`src/rtl/systolic_feeder_pkg.sv`:
```
// Shared types and widths for the systolic array datapath: feeder FSM states
// and the default tile geometry used by the feeder, the array and the collector.
package sa_pkg;

    typedef enum logic [2:0] {
        IDLE,
        LOAD_W,
        LATCH,
        STREAM,
        DRAIN,
        DONE
    } feeder_state_e;

    localparam int ARRAY_M_DEF        = 8;
    localparam int ARRAY_N_DEF        = 8;
    localparam int INP_DATA_WIDTH_DEF = 8;
    localparam int WGT_DATA_WIDTH_DEF = 8;
    localparam int K_MAX_DEF          = 256;

    // Accumulator width leaves headroom for ARRAY_N products summed down a column.
    localparam int PE_OUT_WIDTH = INP_DATA_WIDTH_DEF + WGT_DATA_WIDTH_DEF + $clog2(ARRAY_N_DEF);

    function automatic int clamp_count(input int n, input int lim);
        return (n > lim) ? lim : n;
    endfunction

endpackage

```
`src/rtl/systolic_feeder_if.sv`:
```
// Handshake and array-side bus of the systolic feeder; slave is the feeder's view,
// master is the view of whatever drives tiles into it.
interface systolic_feeder_if
    import sa_pkg::*;
#(
    parameter int ARRAY_M        = ARRAY_M_DEF,
    parameter int ARRAY_N        = ARRAY_N_DEF,
    parameter int INP_DATA_WIDTH = INP_DATA_WIDTH_DEF,
    parameter int WGT_DATA_WIDTH = WGT_DATA_WIDTH_DEF,
    parameter int K_MAX          = K_MAX_DEF
);
    localparam int CNT_W = $clog2(K_MAX + 1);

    logic                                start;
    logic [CNT_W-1:0]                    num_vec;
    logic                                wgt_valid;
    logic                                wgt_ready;
    logic [ARRAY_M*WGT_DATA_WIDTH-1:0]   wgt_data;
    logic                                inp_valid;
    logic                                inp_ready;
    logic [ARRAY_N*INP_DATA_WIDTH-1:0]   inp_data;
    logic [ARRAY_N*INP_DATA_WIDTH-1:0]   sa_inp;
    logic [ARRAY_M*WGT_DATA_WIDTH-1:0]   sa_wgt;
    logic [ARRAY_N-1:0]                  sa_b_path_en;
    logic [ARRAY_N-1:0]                  sa_b_en;
    logic [ARRAY_N-1:0]                  sa_lane_vld;
    logic                                busy;
    logic                                done;

    modport slave (
        input  start, num_vec, wgt_valid, wgt_data, inp_valid, inp_data,
        output wgt_ready, inp_ready, sa_inp, sa_wgt, sa_b_path_en, sa_b_en,
               sa_lane_vld, busy, done
    );

    modport master (
        output start, num_vec, wgt_valid, wgt_data, inp_valid, inp_data,
        input  wgt_ready, inp_ready, sa_inp, sa_wgt, sa_b_path_en, sa_b_en,
               sa_lane_vld, busy, done
    );

endinterface

```
`src/rtl/systolic_feeder_skew.sv`:
```
// Per-lane skew line: DEPTH register stages carrying {vld, data}; the last stage
// is the registered lane output.
module skew_delay_line #(
    parameter int DEPTH = 1,
    parameter int WIDTH = 8
) (
    input  logic             clk,
    input  logic             reset,
    input  logic             shift_en_i,
    input  logic             vld_i,
    input  logic [WIDTH-1:0] data_i,
    output logic             vld_o,
    output logic [WIDTH-1:0] data_o
);

    logic [WIDTH:0] stage_q [DEPTH];

    always_ff @(posedge clk or posedge reset) begin
        if (reset) begin
            for (int i = 0; i < DEPTH; i++) stage_q[i] <= '0;
        end else if (shift_en_i) begin
            stage_q[0] <= {vld_i, data_i};
            for (int i = 1; i < DEPTH; i++) stage_q[i] <= stage_q[i-1];
        end
    end

    assign vld_o  = stage_q[DEPTH-1][WIDTH];
    assign data_o = stage_q[DEPTH-1][WIDTH-1:0];

endmodule

```
`src/rtl/systolic_feeder.sv`:
```
// Tile sequencer for the systolic array: loads ARRAY_N weight rows, latches them,
// streams num_vec diagonally skewed input vectors, flushes with zeros, pulses done.
module systolic_feeder
    import sa_pkg::*;
#(
    parameter int ARRAY_M        = ARRAY_M_DEF,
    parameter int ARRAY_N        = ARRAY_N_DEF,
    parameter int INP_DATA_WIDTH = INP_DATA_WIDTH_DEF,
    parameter int WGT_DATA_WIDTH = WGT_DATA_WIDTH_DEF,
    parameter int K_MAX          = K_MAX_DEF,
    parameter int CNT_W          = $clog2(K_MAX + 1),
    parameter int DRAIN_CYC      = ARRAY_M + ARRAY_N - 1
) (
    input  logic             clk,
    input  logic             reset,
    systolic_feeder_if.slave bus
);

    localparam int W_CNT_W = $clog2(ARRAY_N + 1);
    localparam int D_CNT_W = $clog2(DRAIN_CYC + 1);

    feeder_state_e                     state_q, state_d;
    logic [W_CNT_W-1:0]                w_cnt_q;
    logic [CNT_W-1:0]                  vec_cnt_q;
    logic [CNT_W-1:0]                  num_vec_q;
    logic [D_CNT_W-1:0]                drain_cnt_q;
    logic [ARRAY_M*WGT_DATA_WIDTH-1:0] sa_wgt_q;
    logic [ARRAY_N-1:0]                b_path_en_q;
    logic [ARRAY_N-1:0]                b_en_q;

    logic wgt_fire, inp_fire, last_wgt, last_vec, drain_tc, shift_en;
    logic [ARRAY_N-1:0]                lane_vld;
    logic [ARRAY_N*INP_DATA_WIDTH-1:0] lane_data;

    assign bus.wgt_ready = (state_q == LOAD_W);
    assign bus.inp_ready = (state_q == STREAM) && (vec_cnt_q < num_vec_q);
    assign bus.busy      = (state_q != IDLE);
    assign bus.done      = (state_q == DONE);

    assign wgt_fire = bus.wgt_valid & bus.wgt_ready;
    assign inp_fire = bus.inp_valid & bus.inp_ready;
    assign last_wgt = (w_cnt_q == W_CNT_W'(ARRAY_N - 1));
    assign last_vec = ((vec_cnt_q + CNT_W'(1)) == num_vec_q);
    assign drain_tc = (drain_cnt_q == '0);
    assign shift_en = (state_q == STREAM) || (state_q == DRAIN);

    always_comb begin
        state_d = state_q;
        case (state_q)
            IDLE:    if (bus.start) state_d = LOAD_W;
            LOAD_W:  if (wgt_fire && last_wgt) state_d = LATCH;
            LATCH:   state_d = (num_vec_q != '0) ? STREAM : DONE;
            STREAM:  if (inp_fire && last_vec) state_d = DRAIN;
            DRAIN:   if (drain_tc) state_d = DONE;
            DONE:    state_d = IDLE;
            default: state_d = IDLE;
        endcase
    end

    always_ff @(posedge clk or posedge reset) begin
        if (reset) begin
            state_q     <= IDLE;
            w_cnt_q     <= '0;
            vec_cnt_q   <= '0;
            num_vec_q   <= '0;
            drain_cnt_q <= '0;
            sa_wgt_q    <= '0;
            b_path_en_q <= '0;
            b_en_q      <= '0;
        end else begin
            state_q     <= state_d;
            b_path_en_q <= wgt_fire ? '1 : '0;
            // b_en trails the last weight-shift cycle so the array sees shift, then latch.
            b_en_q      <= (state_q == LATCH) ? '1 : '0;

            if (state_q == IDLE && bus.start) begin
                num_vec_q <= CNT_W'(clamp_count(int'(bus.num_vec), K_MAX));
                w_cnt_q   <= '0;
                vec_cnt_q <= '0;
            end

            if (wgt_fire) begin
                sa_wgt_q <= bus.wgt_data;
                if (w_cnt_q != W_CNT_W'(ARRAY_N)) w_cnt_q <= w_cnt_q + W_CNT_W'(1);
            end

            if (inp_fire) vec_cnt_q <= vec_cnt_q + CNT_W'(1);

            if (state_q == STREAM && state_d == DRAIN)
                drain_cnt_q <= D_CNT_W'(DRAIN_CYC - 1);
            else if (state_q == DRAIN && !drain_tc)
                drain_cnt_q <= drain_cnt_q - D_CNT_W'(1);
        end
    end

    for (genvar n = 0; n < ARRAY_N; n++) begin : g_lane
        skew_delay_line #(
            .DEPTH (n + 1),
            .WIDTH (INP_DATA_WIDTH)
        ) u_skew (
            .clk        (clk),
            .reset      (reset),
            .shift_en_i (shift_en),
            .vld_i      (inp_fire),
            .data_i     (inp_fire ? bus.inp_data[n*INP_DATA_WIDTH +: INP_DATA_WIDTH] : '0),
            .vld_o      (lane_vld[n]),
            .data_o     (lane_data[n*INP_DATA_WIDTH +: INP_DATA_WIDTH])
        );
    end

    assign bus.sa_inp       = lane_data;
    assign bus.sa_lane_vld  = lane_vld;
    assign bus.sa_wgt       = sa_wgt_q;
    assign bus.sa_b_path_en = b_path_en_q;
    assign bus.sa_b_en      = b_en_q;

endmodule

```
`src/flat_wrapper.sv`:
```
// flat-port wrapper written by rule: the top's interface ports become plain ports
module systolic_feeder_flat import sa_pkg::*;
#(
    parameter int ARRAY_M        = ARRAY_M_DEF,
    parameter int ARRAY_N        = ARRAY_N_DEF,
    parameter int INP_DATA_WIDTH = INP_DATA_WIDTH_DEF,
    parameter int WGT_DATA_WIDTH = WGT_DATA_WIDTH_DEF,
    parameter int K_MAX          = K_MAX_DEF,
    parameter int CNT_W          = $clog2(K_MAX + 1),
    parameter int DRAIN_CYC      = ARRAY_M + ARRAY_N - 1
)
  (clk, reset, bus_start, bus_num_vec, bus_wgt_valid, bus_wgt_data, bus_inp_valid, bus_inp_data, bus_wgt_ready, bus_inp_ready, bus_sa_inp, bus_sa_wgt, bus_sa_b_path_en, bus_sa_b_en, bus_sa_lane_vld, bus_busy, bus_done);
  systolic_feeder_if #(.ARRAY_M(ARRAY_M), .ARRAY_N(ARRAY_N), .INP_DATA_WIDTH(INP_DATA_WIDTH), .WGT_DATA_WIDTH(WGT_DATA_WIDTH), .K_MAX(K_MAX)) bus_i ();
  input  logic clk;
  input  logic reset;
  input wire logic [$bits(bus_i.start)-1:0] bus_start;
  input wire logic [$bits(bus_i.num_vec)-1:0] bus_num_vec;
  input wire logic [$bits(bus_i.wgt_valid)-1:0] bus_wgt_valid;
  input wire logic [$bits(bus_i.wgt_data)-1:0] bus_wgt_data;
  input wire logic [$bits(bus_i.inp_valid)-1:0] bus_inp_valid;
  input wire logic [$bits(bus_i.inp_data)-1:0] bus_inp_data;
  output wire logic [$bits(bus_i.wgt_ready)-1:0] bus_wgt_ready;
  output wire logic [$bits(bus_i.inp_ready)-1:0] bus_inp_ready;
  output wire logic [$bits(bus_i.sa_inp)-1:0] bus_sa_inp;
  output wire logic [$bits(bus_i.sa_wgt)-1:0] bus_sa_wgt;
  output wire logic [$bits(bus_i.sa_b_path_en)-1:0] bus_sa_b_path_en;
  output wire logic [$bits(bus_i.sa_b_en)-1:0] bus_sa_b_en;
  output wire logic [$bits(bus_i.sa_lane_vld)-1:0] bus_sa_lane_vld;
  output wire logic [$bits(bus_i.busy)-1:0] bus_busy;
  output wire logic [$bits(bus_i.done)-1:0] bus_done;
  assign bus_i.start = bus_start;
  assign bus_i.num_vec = bus_num_vec;
  assign bus_i.wgt_valid = bus_wgt_valid;
  assign bus_i.wgt_data = bus_wgt_data;
  assign bus_i.inp_valid = bus_inp_valid;
  assign bus_i.inp_data = bus_inp_data;
  assign bus_wgt_ready = bus_i.wgt_ready;
  assign bus_inp_ready = bus_i.inp_ready;
  assign bus_sa_inp = bus_i.sa_inp;
  assign bus_sa_wgt = bus_i.sa_wgt;
  assign bus_sa_b_path_en = bus_i.sa_b_path_en;
  assign bus_sa_b_en = bus_i.sa_b_en;
  assign bus_sa_lane_vld = bus_i.sa_lane_vld;
  assign bus_busy = bus_i.busy;
  assign bus_done = bus_i.done;
  systolic_feeder #(.ARRAY_M(ARRAY_M), .ARRAY_N(ARRAY_N), .INP_DATA_WIDTH(INP_DATA_WIDTH), .WGT_DATA_WIDTH(WGT_DATA_WIDTH), .K_MAX(K_MAX), .CNT_W(CNT_W), .DRAIN_CYC(DRAIN_CYC)) u_core (.clk(clk), .reset(reset), .bus(bus_i));
endmodule
```
`config.mk`:
```
export PLATFORM = sky130hd
export DESIGN_NAME = systolic_feeder_flat
export DESIGN_NICKNAME = d
export VERILOG_FILES = /design/src/rtl/systolic_feeder_pkg.sv /design/src/rtl/systolic_feeder_if.sv /design/src/rtl/systolic_feeder_skew.sv /design/src/rtl/systolic_feeder.sv /design/src/flat_wrapper.sv
export SDC_FILE = /design/constraint.sdc
export NUM_CORES = 1
export LEC_CHECK = 0
export BUFFER_PORTS_ARGS = -buffer_cell sky130_fd_sc_hd__buf_2
export CAP_MARGIN = 40
export CORE_MARGIN = 5
export CORE_UTILIZATION = 53
export DETAILED_ROUTE_END_ITERATION = 8
export PLACE_DENSITY = 0.77
export SLEW_MARGIN = 15
export SYNTH_ARGS = -nofsm -noshare
export SYNTH_HDL_FRONTEND = slang
export SYNTH_SLANG_ARGS = --single-unit
export TNS_END_PERCENT = 30
```
`constraint.sdc`:
```
create_clock -name clk -period 28.6 [get_ports clk]
set_input_delay 4.29 -clock clk [delete_from_list [all_inputs] [get_ports clk]]
set_output_delay 4.29 -clock clk [all_outputs]
set_load 0.03 [all_outputs]
```
### Yosys cells after proc, flatten, opt, wreduce, memory -nomap -nowiden

Index checks and enable logic that the tools add are counted.

| word-level totals | value |
|---|---|
| flip-flop bits (word level) | 433 |
| input port bits | 142 |
| bits in writable memories | 0 |
| memories | 0 |
| latch bits | 0 |
| bits in read-only memories | 0 |
| logic and storage cells | 98 |

| cells by class | value |
|---|---|
| equality and inequality tests | 9 |
| shift-type cells | 0 |
| div/mod/pow operators | 0 |
| $mul | 0 |
| $lt $le $gt $ge | 2 |
| mux-type cells | 24 |
| bitwise logic cells | 2 |
| reduce and logical (&&, ||, !) cells | 14 |
| add/subtract/negate cells | 3 |

Operators with widths:

| kind | number |
|---|---|
| 2-to-1 mux 8 bit | 10 |
| 2-to-1 mux 9 bit | 3 |
| 2-to-1 mux 4 bit | 5 |
| 2-to-1 mux 3 bit | 5 |
| one-hot mux 3 bit (5 select lines) | 1 |
| adder 9 x 1 -> 9 bit (second input constant) | 1 |
| equality test 3 bit (second input constant) | 3 |
| equality test 9 bit | 1 |
| greater-than comparator 9 bit (second input constant) | 1 |
| less-than comparator 9 bit | 1 |
| nonzero test 9 bit | 1 |
| equality test 3 x 2 -> 1 bit (second input constant) | 2 |
| logical AND 1 bit | 6 |
| adder 4 x 1 -> 4 bit (second input constant) | 1 |
| equality test 4 x 3 -> 1 bit (second input constant) | 1 |
| zero test 4 bit | 1 |
| inequality test 4 bit (second input constant) | 1 |
| nonzero test 2 bit | 2 |
| subtractor 4 x 1 -> 4 bit (second input constant) | 1 |
| equality test 3 x 1 -> 1 bit (second input constant) | 1 |
| zero test 3 bit | 1 |
| nonzero test 3 bit | 1 |
| bitwise AND 1 bit | 2 |
| zero test 1 bit | 1 |
| logical OR 1 bit | 1 |

### Depth between registers and ports, before layout

| depth | value |
|---|---|
| word-level depth | 9 |
| gate-level depth with buffers | 10 |
| gate-level depth less buffers | 8 |

### By module

A second synthesis with hierarchy kept.

| unflattened totals | value |
|---|---|
| cell total of the unflattened synthesis | 1205 |
| area total of the unflattened synthesis | 18953.2 sq um |

Modules (own cells, without submodules):

| module | instances | cells an instance | seq. area each (sq um) | area an instance (sq um) |
|---|---|---|---|---|
| systolic_feeder | 1 | 457 | 2377.3 | 5011.1 |
| skew_delay_line at u_core.g_lane[7].u_skew | 1 | 161 | 1801.7 | 3090.5 |
| skew_delay_line at u_core.g_lane[6].u_skew | 1 | 142 | 1576.5 | 2706.3 |
| skew_delay_line at u_core.g_lane[5].u_skew | 1 | 123 | 1351.3 | 2322.2 |
| skew_delay_line at u_core.g_lane[4].u_skew | 1 | 104 | 1126.1 | 1938.1 |
| skew_delay_line at u_core.g_lane[3].u_skew | 1 | 85 | 900.9 | 1554.0 |
| skew_delay_line at u_core.g_lane[2].u_skew | 1 | 66 | 675.6 | 1169.9 |
| skew_delay_line at u_core.g_lane[1].u_skew | 1 | 47 | 450.4 | 785.8 |
| skew_delay_line at u_core.g_lane[0].u_skew | 1 | 20 | 225.2 | 375.4 |

### Least setup slack after synthesis

No wires, ideal clock.

| timing | value |
|---|---|
| kind | reg2out |
| start | register u_core.num_vec_q[2] |
| end | output port bus_inp_ready |
| buffers on the path | 0 |
| slack | 22729 ps |
| data arrival time | 1581 ps |
| required time | 24310 ps |
| stages on the path, launching flop included | 7 |
| path through | dfrtp_1 inv_1 ha_1 o211a_1 o31ai_1 a31oi_1 nor2_1 |

| on the way | value |
|---|---|
| word-level cells in the longest chain between the ends | 2 |

RTL lines:

| element | RTL line | RTL |
|---|---|---|
| from (decl) | systolic_feeder.sv:25 | `logic [CNT_W-1:0] num_vec_q;` |
| from (signal assigned) | systolic_feeder.sv:77 | `num_vec_q <= CNT_W'(clamp_count(int'(bus.num_vec), K_MAX));` |
| less-than comparator 9 bit | systolic_feeder.sv:36 | `assign bus.inp_ready = (state_q == STREAM) && (vec_cnt_q < num_vec_q);` |
| logical AND 1 bit | systolic_feeder.sv:36 |  |
| to (decl) | flat_wrapper.sv:23 | `output wire logic [$bits(bus_i.inp_ready)-1:0] bus_inp_ready;` |

Every way passes these cells.

### Worst setup path in the final report

| timing | value |
|---|---|
| start | register u_core.vec_cnt_q[2] |
| end | output port bus_inp_ready |

| on the way | value |
|---|---|
| word-level cells in the longest chain between the ends | 2 |

RTL lines:

| element | RTL line | RTL |
|---|---|---|
| from (decl) | systolic_feeder.sv:24 | `logic [CNT_W-1:0] vec_cnt_q;` |
| from (signal assigned) | systolic_feeder.sv:87 | `if (inp_fire) vec_cnt_q <= vec_cnt_q + CNT_W'(1);` |
| less-than comparator 9 bit | systolic_feeder.sv:36 |  |
| logical AND 1 bit | systolic_feeder.sv:36 |  |

Every way passes these cells.

==> flow_summary.toml <==
[power]
p_leak_uw = 0.01006
seq_power_share_pct = 43.0
p_total_uw = 2006
p_sw_uw = 740.7
p_comb_share_pct = 31.8
p_int_uw = 1265
swShare_pct = 36.92
peakVddDrop_mv = 0.07725
power_density_nw_per_um2 = 109.2
power_frac_clock_pct = 25.2

[sta]
skew_ns = 0.01979
tightest_slew_ns = 1.185
fin_crit_ns = 6.646
fmax_ghz = 0.1505
setup_ws_ns = 21.95
finalHoldViolCount = 0
relSlewSlack_pct = 20.99
setup_tns_ns = 0
rsz0062_at_grt = "no"
slew_violations = 0
min_period_over_period_pct = 23.24
finalSetupViolCount = 0

[synth]
synth_top_area_share_pct = 61.67
synth_edf_count = 0
yosys_warnings = 0
synth_top_area_cell = "dfrtp_1"
ys_seq_elements = 391
yosysUniqueCellTypes = 50
syn_area_um2 = 15870
syn-num-nets = 1727
synth_area_per_cell_um2 = 10.09
syn_inst = 1572
synth.most_common_cell = "nand2_1"
synthFlopType = "dfrtp_1"
synth_area_leaders = "dfrtp_1 62%, nand2_1 17%, mux2_2 4.6%, buf_4 4.0%, a22o_1 3.6%"
async_flop_share_pct = 100.0
seq_area_frac_synth_pct = 61.67
ys_top_cells_by_count = "728 x nand2_1, 391 x dfrtp_1, 85 x buf_4"

[clock_tree]
cts-root-buf = "clkbuf_16"
cts_resized = 0
h-tree-depth = 2
cts_buffers = 40
cts_max_path_buffers = 3
path_clk_slew_ns = 0.06
post-cts-setup-buffer-count = 0
hold_buffers = 0
clk_latency_ns = 0.53
cts_tree = "built"
clock-sinks = 391

[die]
die_h_um = 183.0
core-area_um2 = 29640
ios = 298
placementRows = 63
die_area_um2 = 33500
fp.dieW_um = 183.0
start_util_pct = 53.53

[cells_and_area]
fill_cells = 2528
design_area_um2 = 18380
synthToLayoutAreaGrowth_pct = 15.84
multi_input_area_um2 = 5066
post_route_cells_drive_above_1_share_pct = 24.47
nets = 1919
seq_area_um2 = 9784
final_util_pct = 62.01

[setup_path]
path_buf_inv = 1
max_stage_delay_ns = 0.58
endpoint_kind = "output pin"
crit_family = "flip-flops"
cp.required_ns = 24.31
start_kind = "flop"
crit_chain = "ha_1 -> o211a_1 -> o31ai_1 -> a31oi_1 -> nor2_1 -> buf_2"
crit_path_top_delay_cell = "dfrtp_1"
cp_max_fo = 12
path_class = "reg -> out"
crit_arrival_ns = 2.36

[route]
via_count = 10821
drtIter0Drc = 739
firstDrtPassIters = 5
routed_via_density = 4.948
final_antenna_net_count = 0
drc = 0
routedWlPerCell_um = 14.69
wirelength_um = 32120

[status]
status = "finished, final reports clean"

[grt]
grt_overflow = 0
grt_pass1_wl_um = 53580
grt_max_degree = 232
grtUsageTotal_pct = 19.03
grt_pass1_vias = 10753
grt_antenna_before_repair = 10

[placed_design]
port_buffers = 297
post-place-ws_ns = 22.23
gp_congestion = 0.8496
dp_hpwl_um = 20270
place_area_um2 = 17070

[run]
maxCapViolations = 0

[worst_hold_path]
hold_path.class = "reg -> reg"
[power by group through the flow]
stage	sequential [µW]	combinational (µW)	clock (µW)
2_1_floorplan	949	418	0
3_3_place_gp	861	622	0
3_5_place_dp	871	643	0
4_1_cts	864	645	518
5_1_grt	889	701	541
6_report	863	638	505
[cell usage in the layout (no fill, tap or decap), types with 8 or more instances in the layout]
cell type / netlist / final
buf_2: 42 / 297
clkbuf_1: 23 / 15
mux2_2: 65 / 65
o21ai_0: 22 / 22
nor2_1: 12 / 11
inv_1: 19 / 18
nand2b_1: 11 / 11
nand3_1: 12 / 12
clkbuf_16: 0 / 40
a22o_1: 65 / 65
ha_1: 13 / 13
dfrtp_1: 391 / 391
clkbuf_8: 0 / 8
nand2_1: 728 / 728
xnor2_1: 9 / 9
[through the flow]
stage               hold slack, ns  instances
floorplan                   0.4386       1572
global placement            0.4433       2108
detailed placement          0.4510       2111
CTS                         0.4641       2183
global route                0.4769       2186
finish                      0.4571       2187
[kinds of logic after synthesis]
logic type | Yosys count | synth area share (%)
adder cells (fa/ha/maj) | 13 | 1.025
buffers and inverters | 178 | 6.600
multiplexers | 68 | 4.834
AO/OA/AOI/OAI | 117 | 5.686
AND/OR/NAND/NOR | 792 | 19.47
flip-flops | 391 | 61.67
XOR/XNOR | 13 | 0.7176
[metal layers]
metal  wire (µm)  track usage, %
met1       13580           25.01
met5          85               0
met4         826           5.662
met2       15990           31.93
met3        1639           4.403
[worst reg2reg max path, cell delays in order, from the launching register on]
cell and delay (ns):
dfrtp_1 0.50, inv_2 0.16, nand2b_1 0.24, a21boi_4 0.25, buf_12 0.50, buf_4 1.14, a22o_1 0.28
[cell type report]
class                   count  area share, %
flip-flops and latches    391          53.23
inverters                  20         0.4493
diodes                      3        0.04084
clock buffers              63          6.351
repair buffers            308          9.108
multi-input cells        1003          27.56
well taps                 390          2.655
clock inverters             9         0.5991
[worst paths after layout]
check / from / end / slack (ns) / depth (start not counted)
max: u_core.vec_cnt_q[2] / bus_inp_ready / 21.95 / 6
min: u_core.g_lane[6].u_skew.data_o[0] / u_core.g_lane[6].u_skew.data_o[0] / 0.46 / 2
max reg2reg: u_core.state_q[0] / u_core.g_lane[6].u_skew.stage_q[61] / 25.45 / 6
min reg2reg: u_core.g_lane[6].u_skew.data_o[0] / u_core.g_lane[6].u_skew.data_o[0] / 0.46 / 2
max in group asynchronous: reset / u_core.bus.sa_wgt[4] / 22.91 / 5
min in group asynchronous: reset / u_core.g_lane[4].u_skew.stage_q[21] / 3.80 / 2
[state kept, by name, summed over array words and instances, names as in the netlist]
name / cells
u_core.drain_cnt_q: 4
u_core.bus.sa_wgt: 64
u_core.bus.sa_b_path_en: 1
u_core.state_q: 3
u_core.g_lane.u_skew.stage_q: 239
u_core.bus.sa_b_en: 1
u_core.g_lane.u_skew.vld_o: 1
u_core.w_cnt_q: 4
u_core.num_vec_q: 9
u_core.vec_cnt_q: 9
u_core.g_lane.u_skew.data_o: 56
Power figures use the tool's default switching activity.
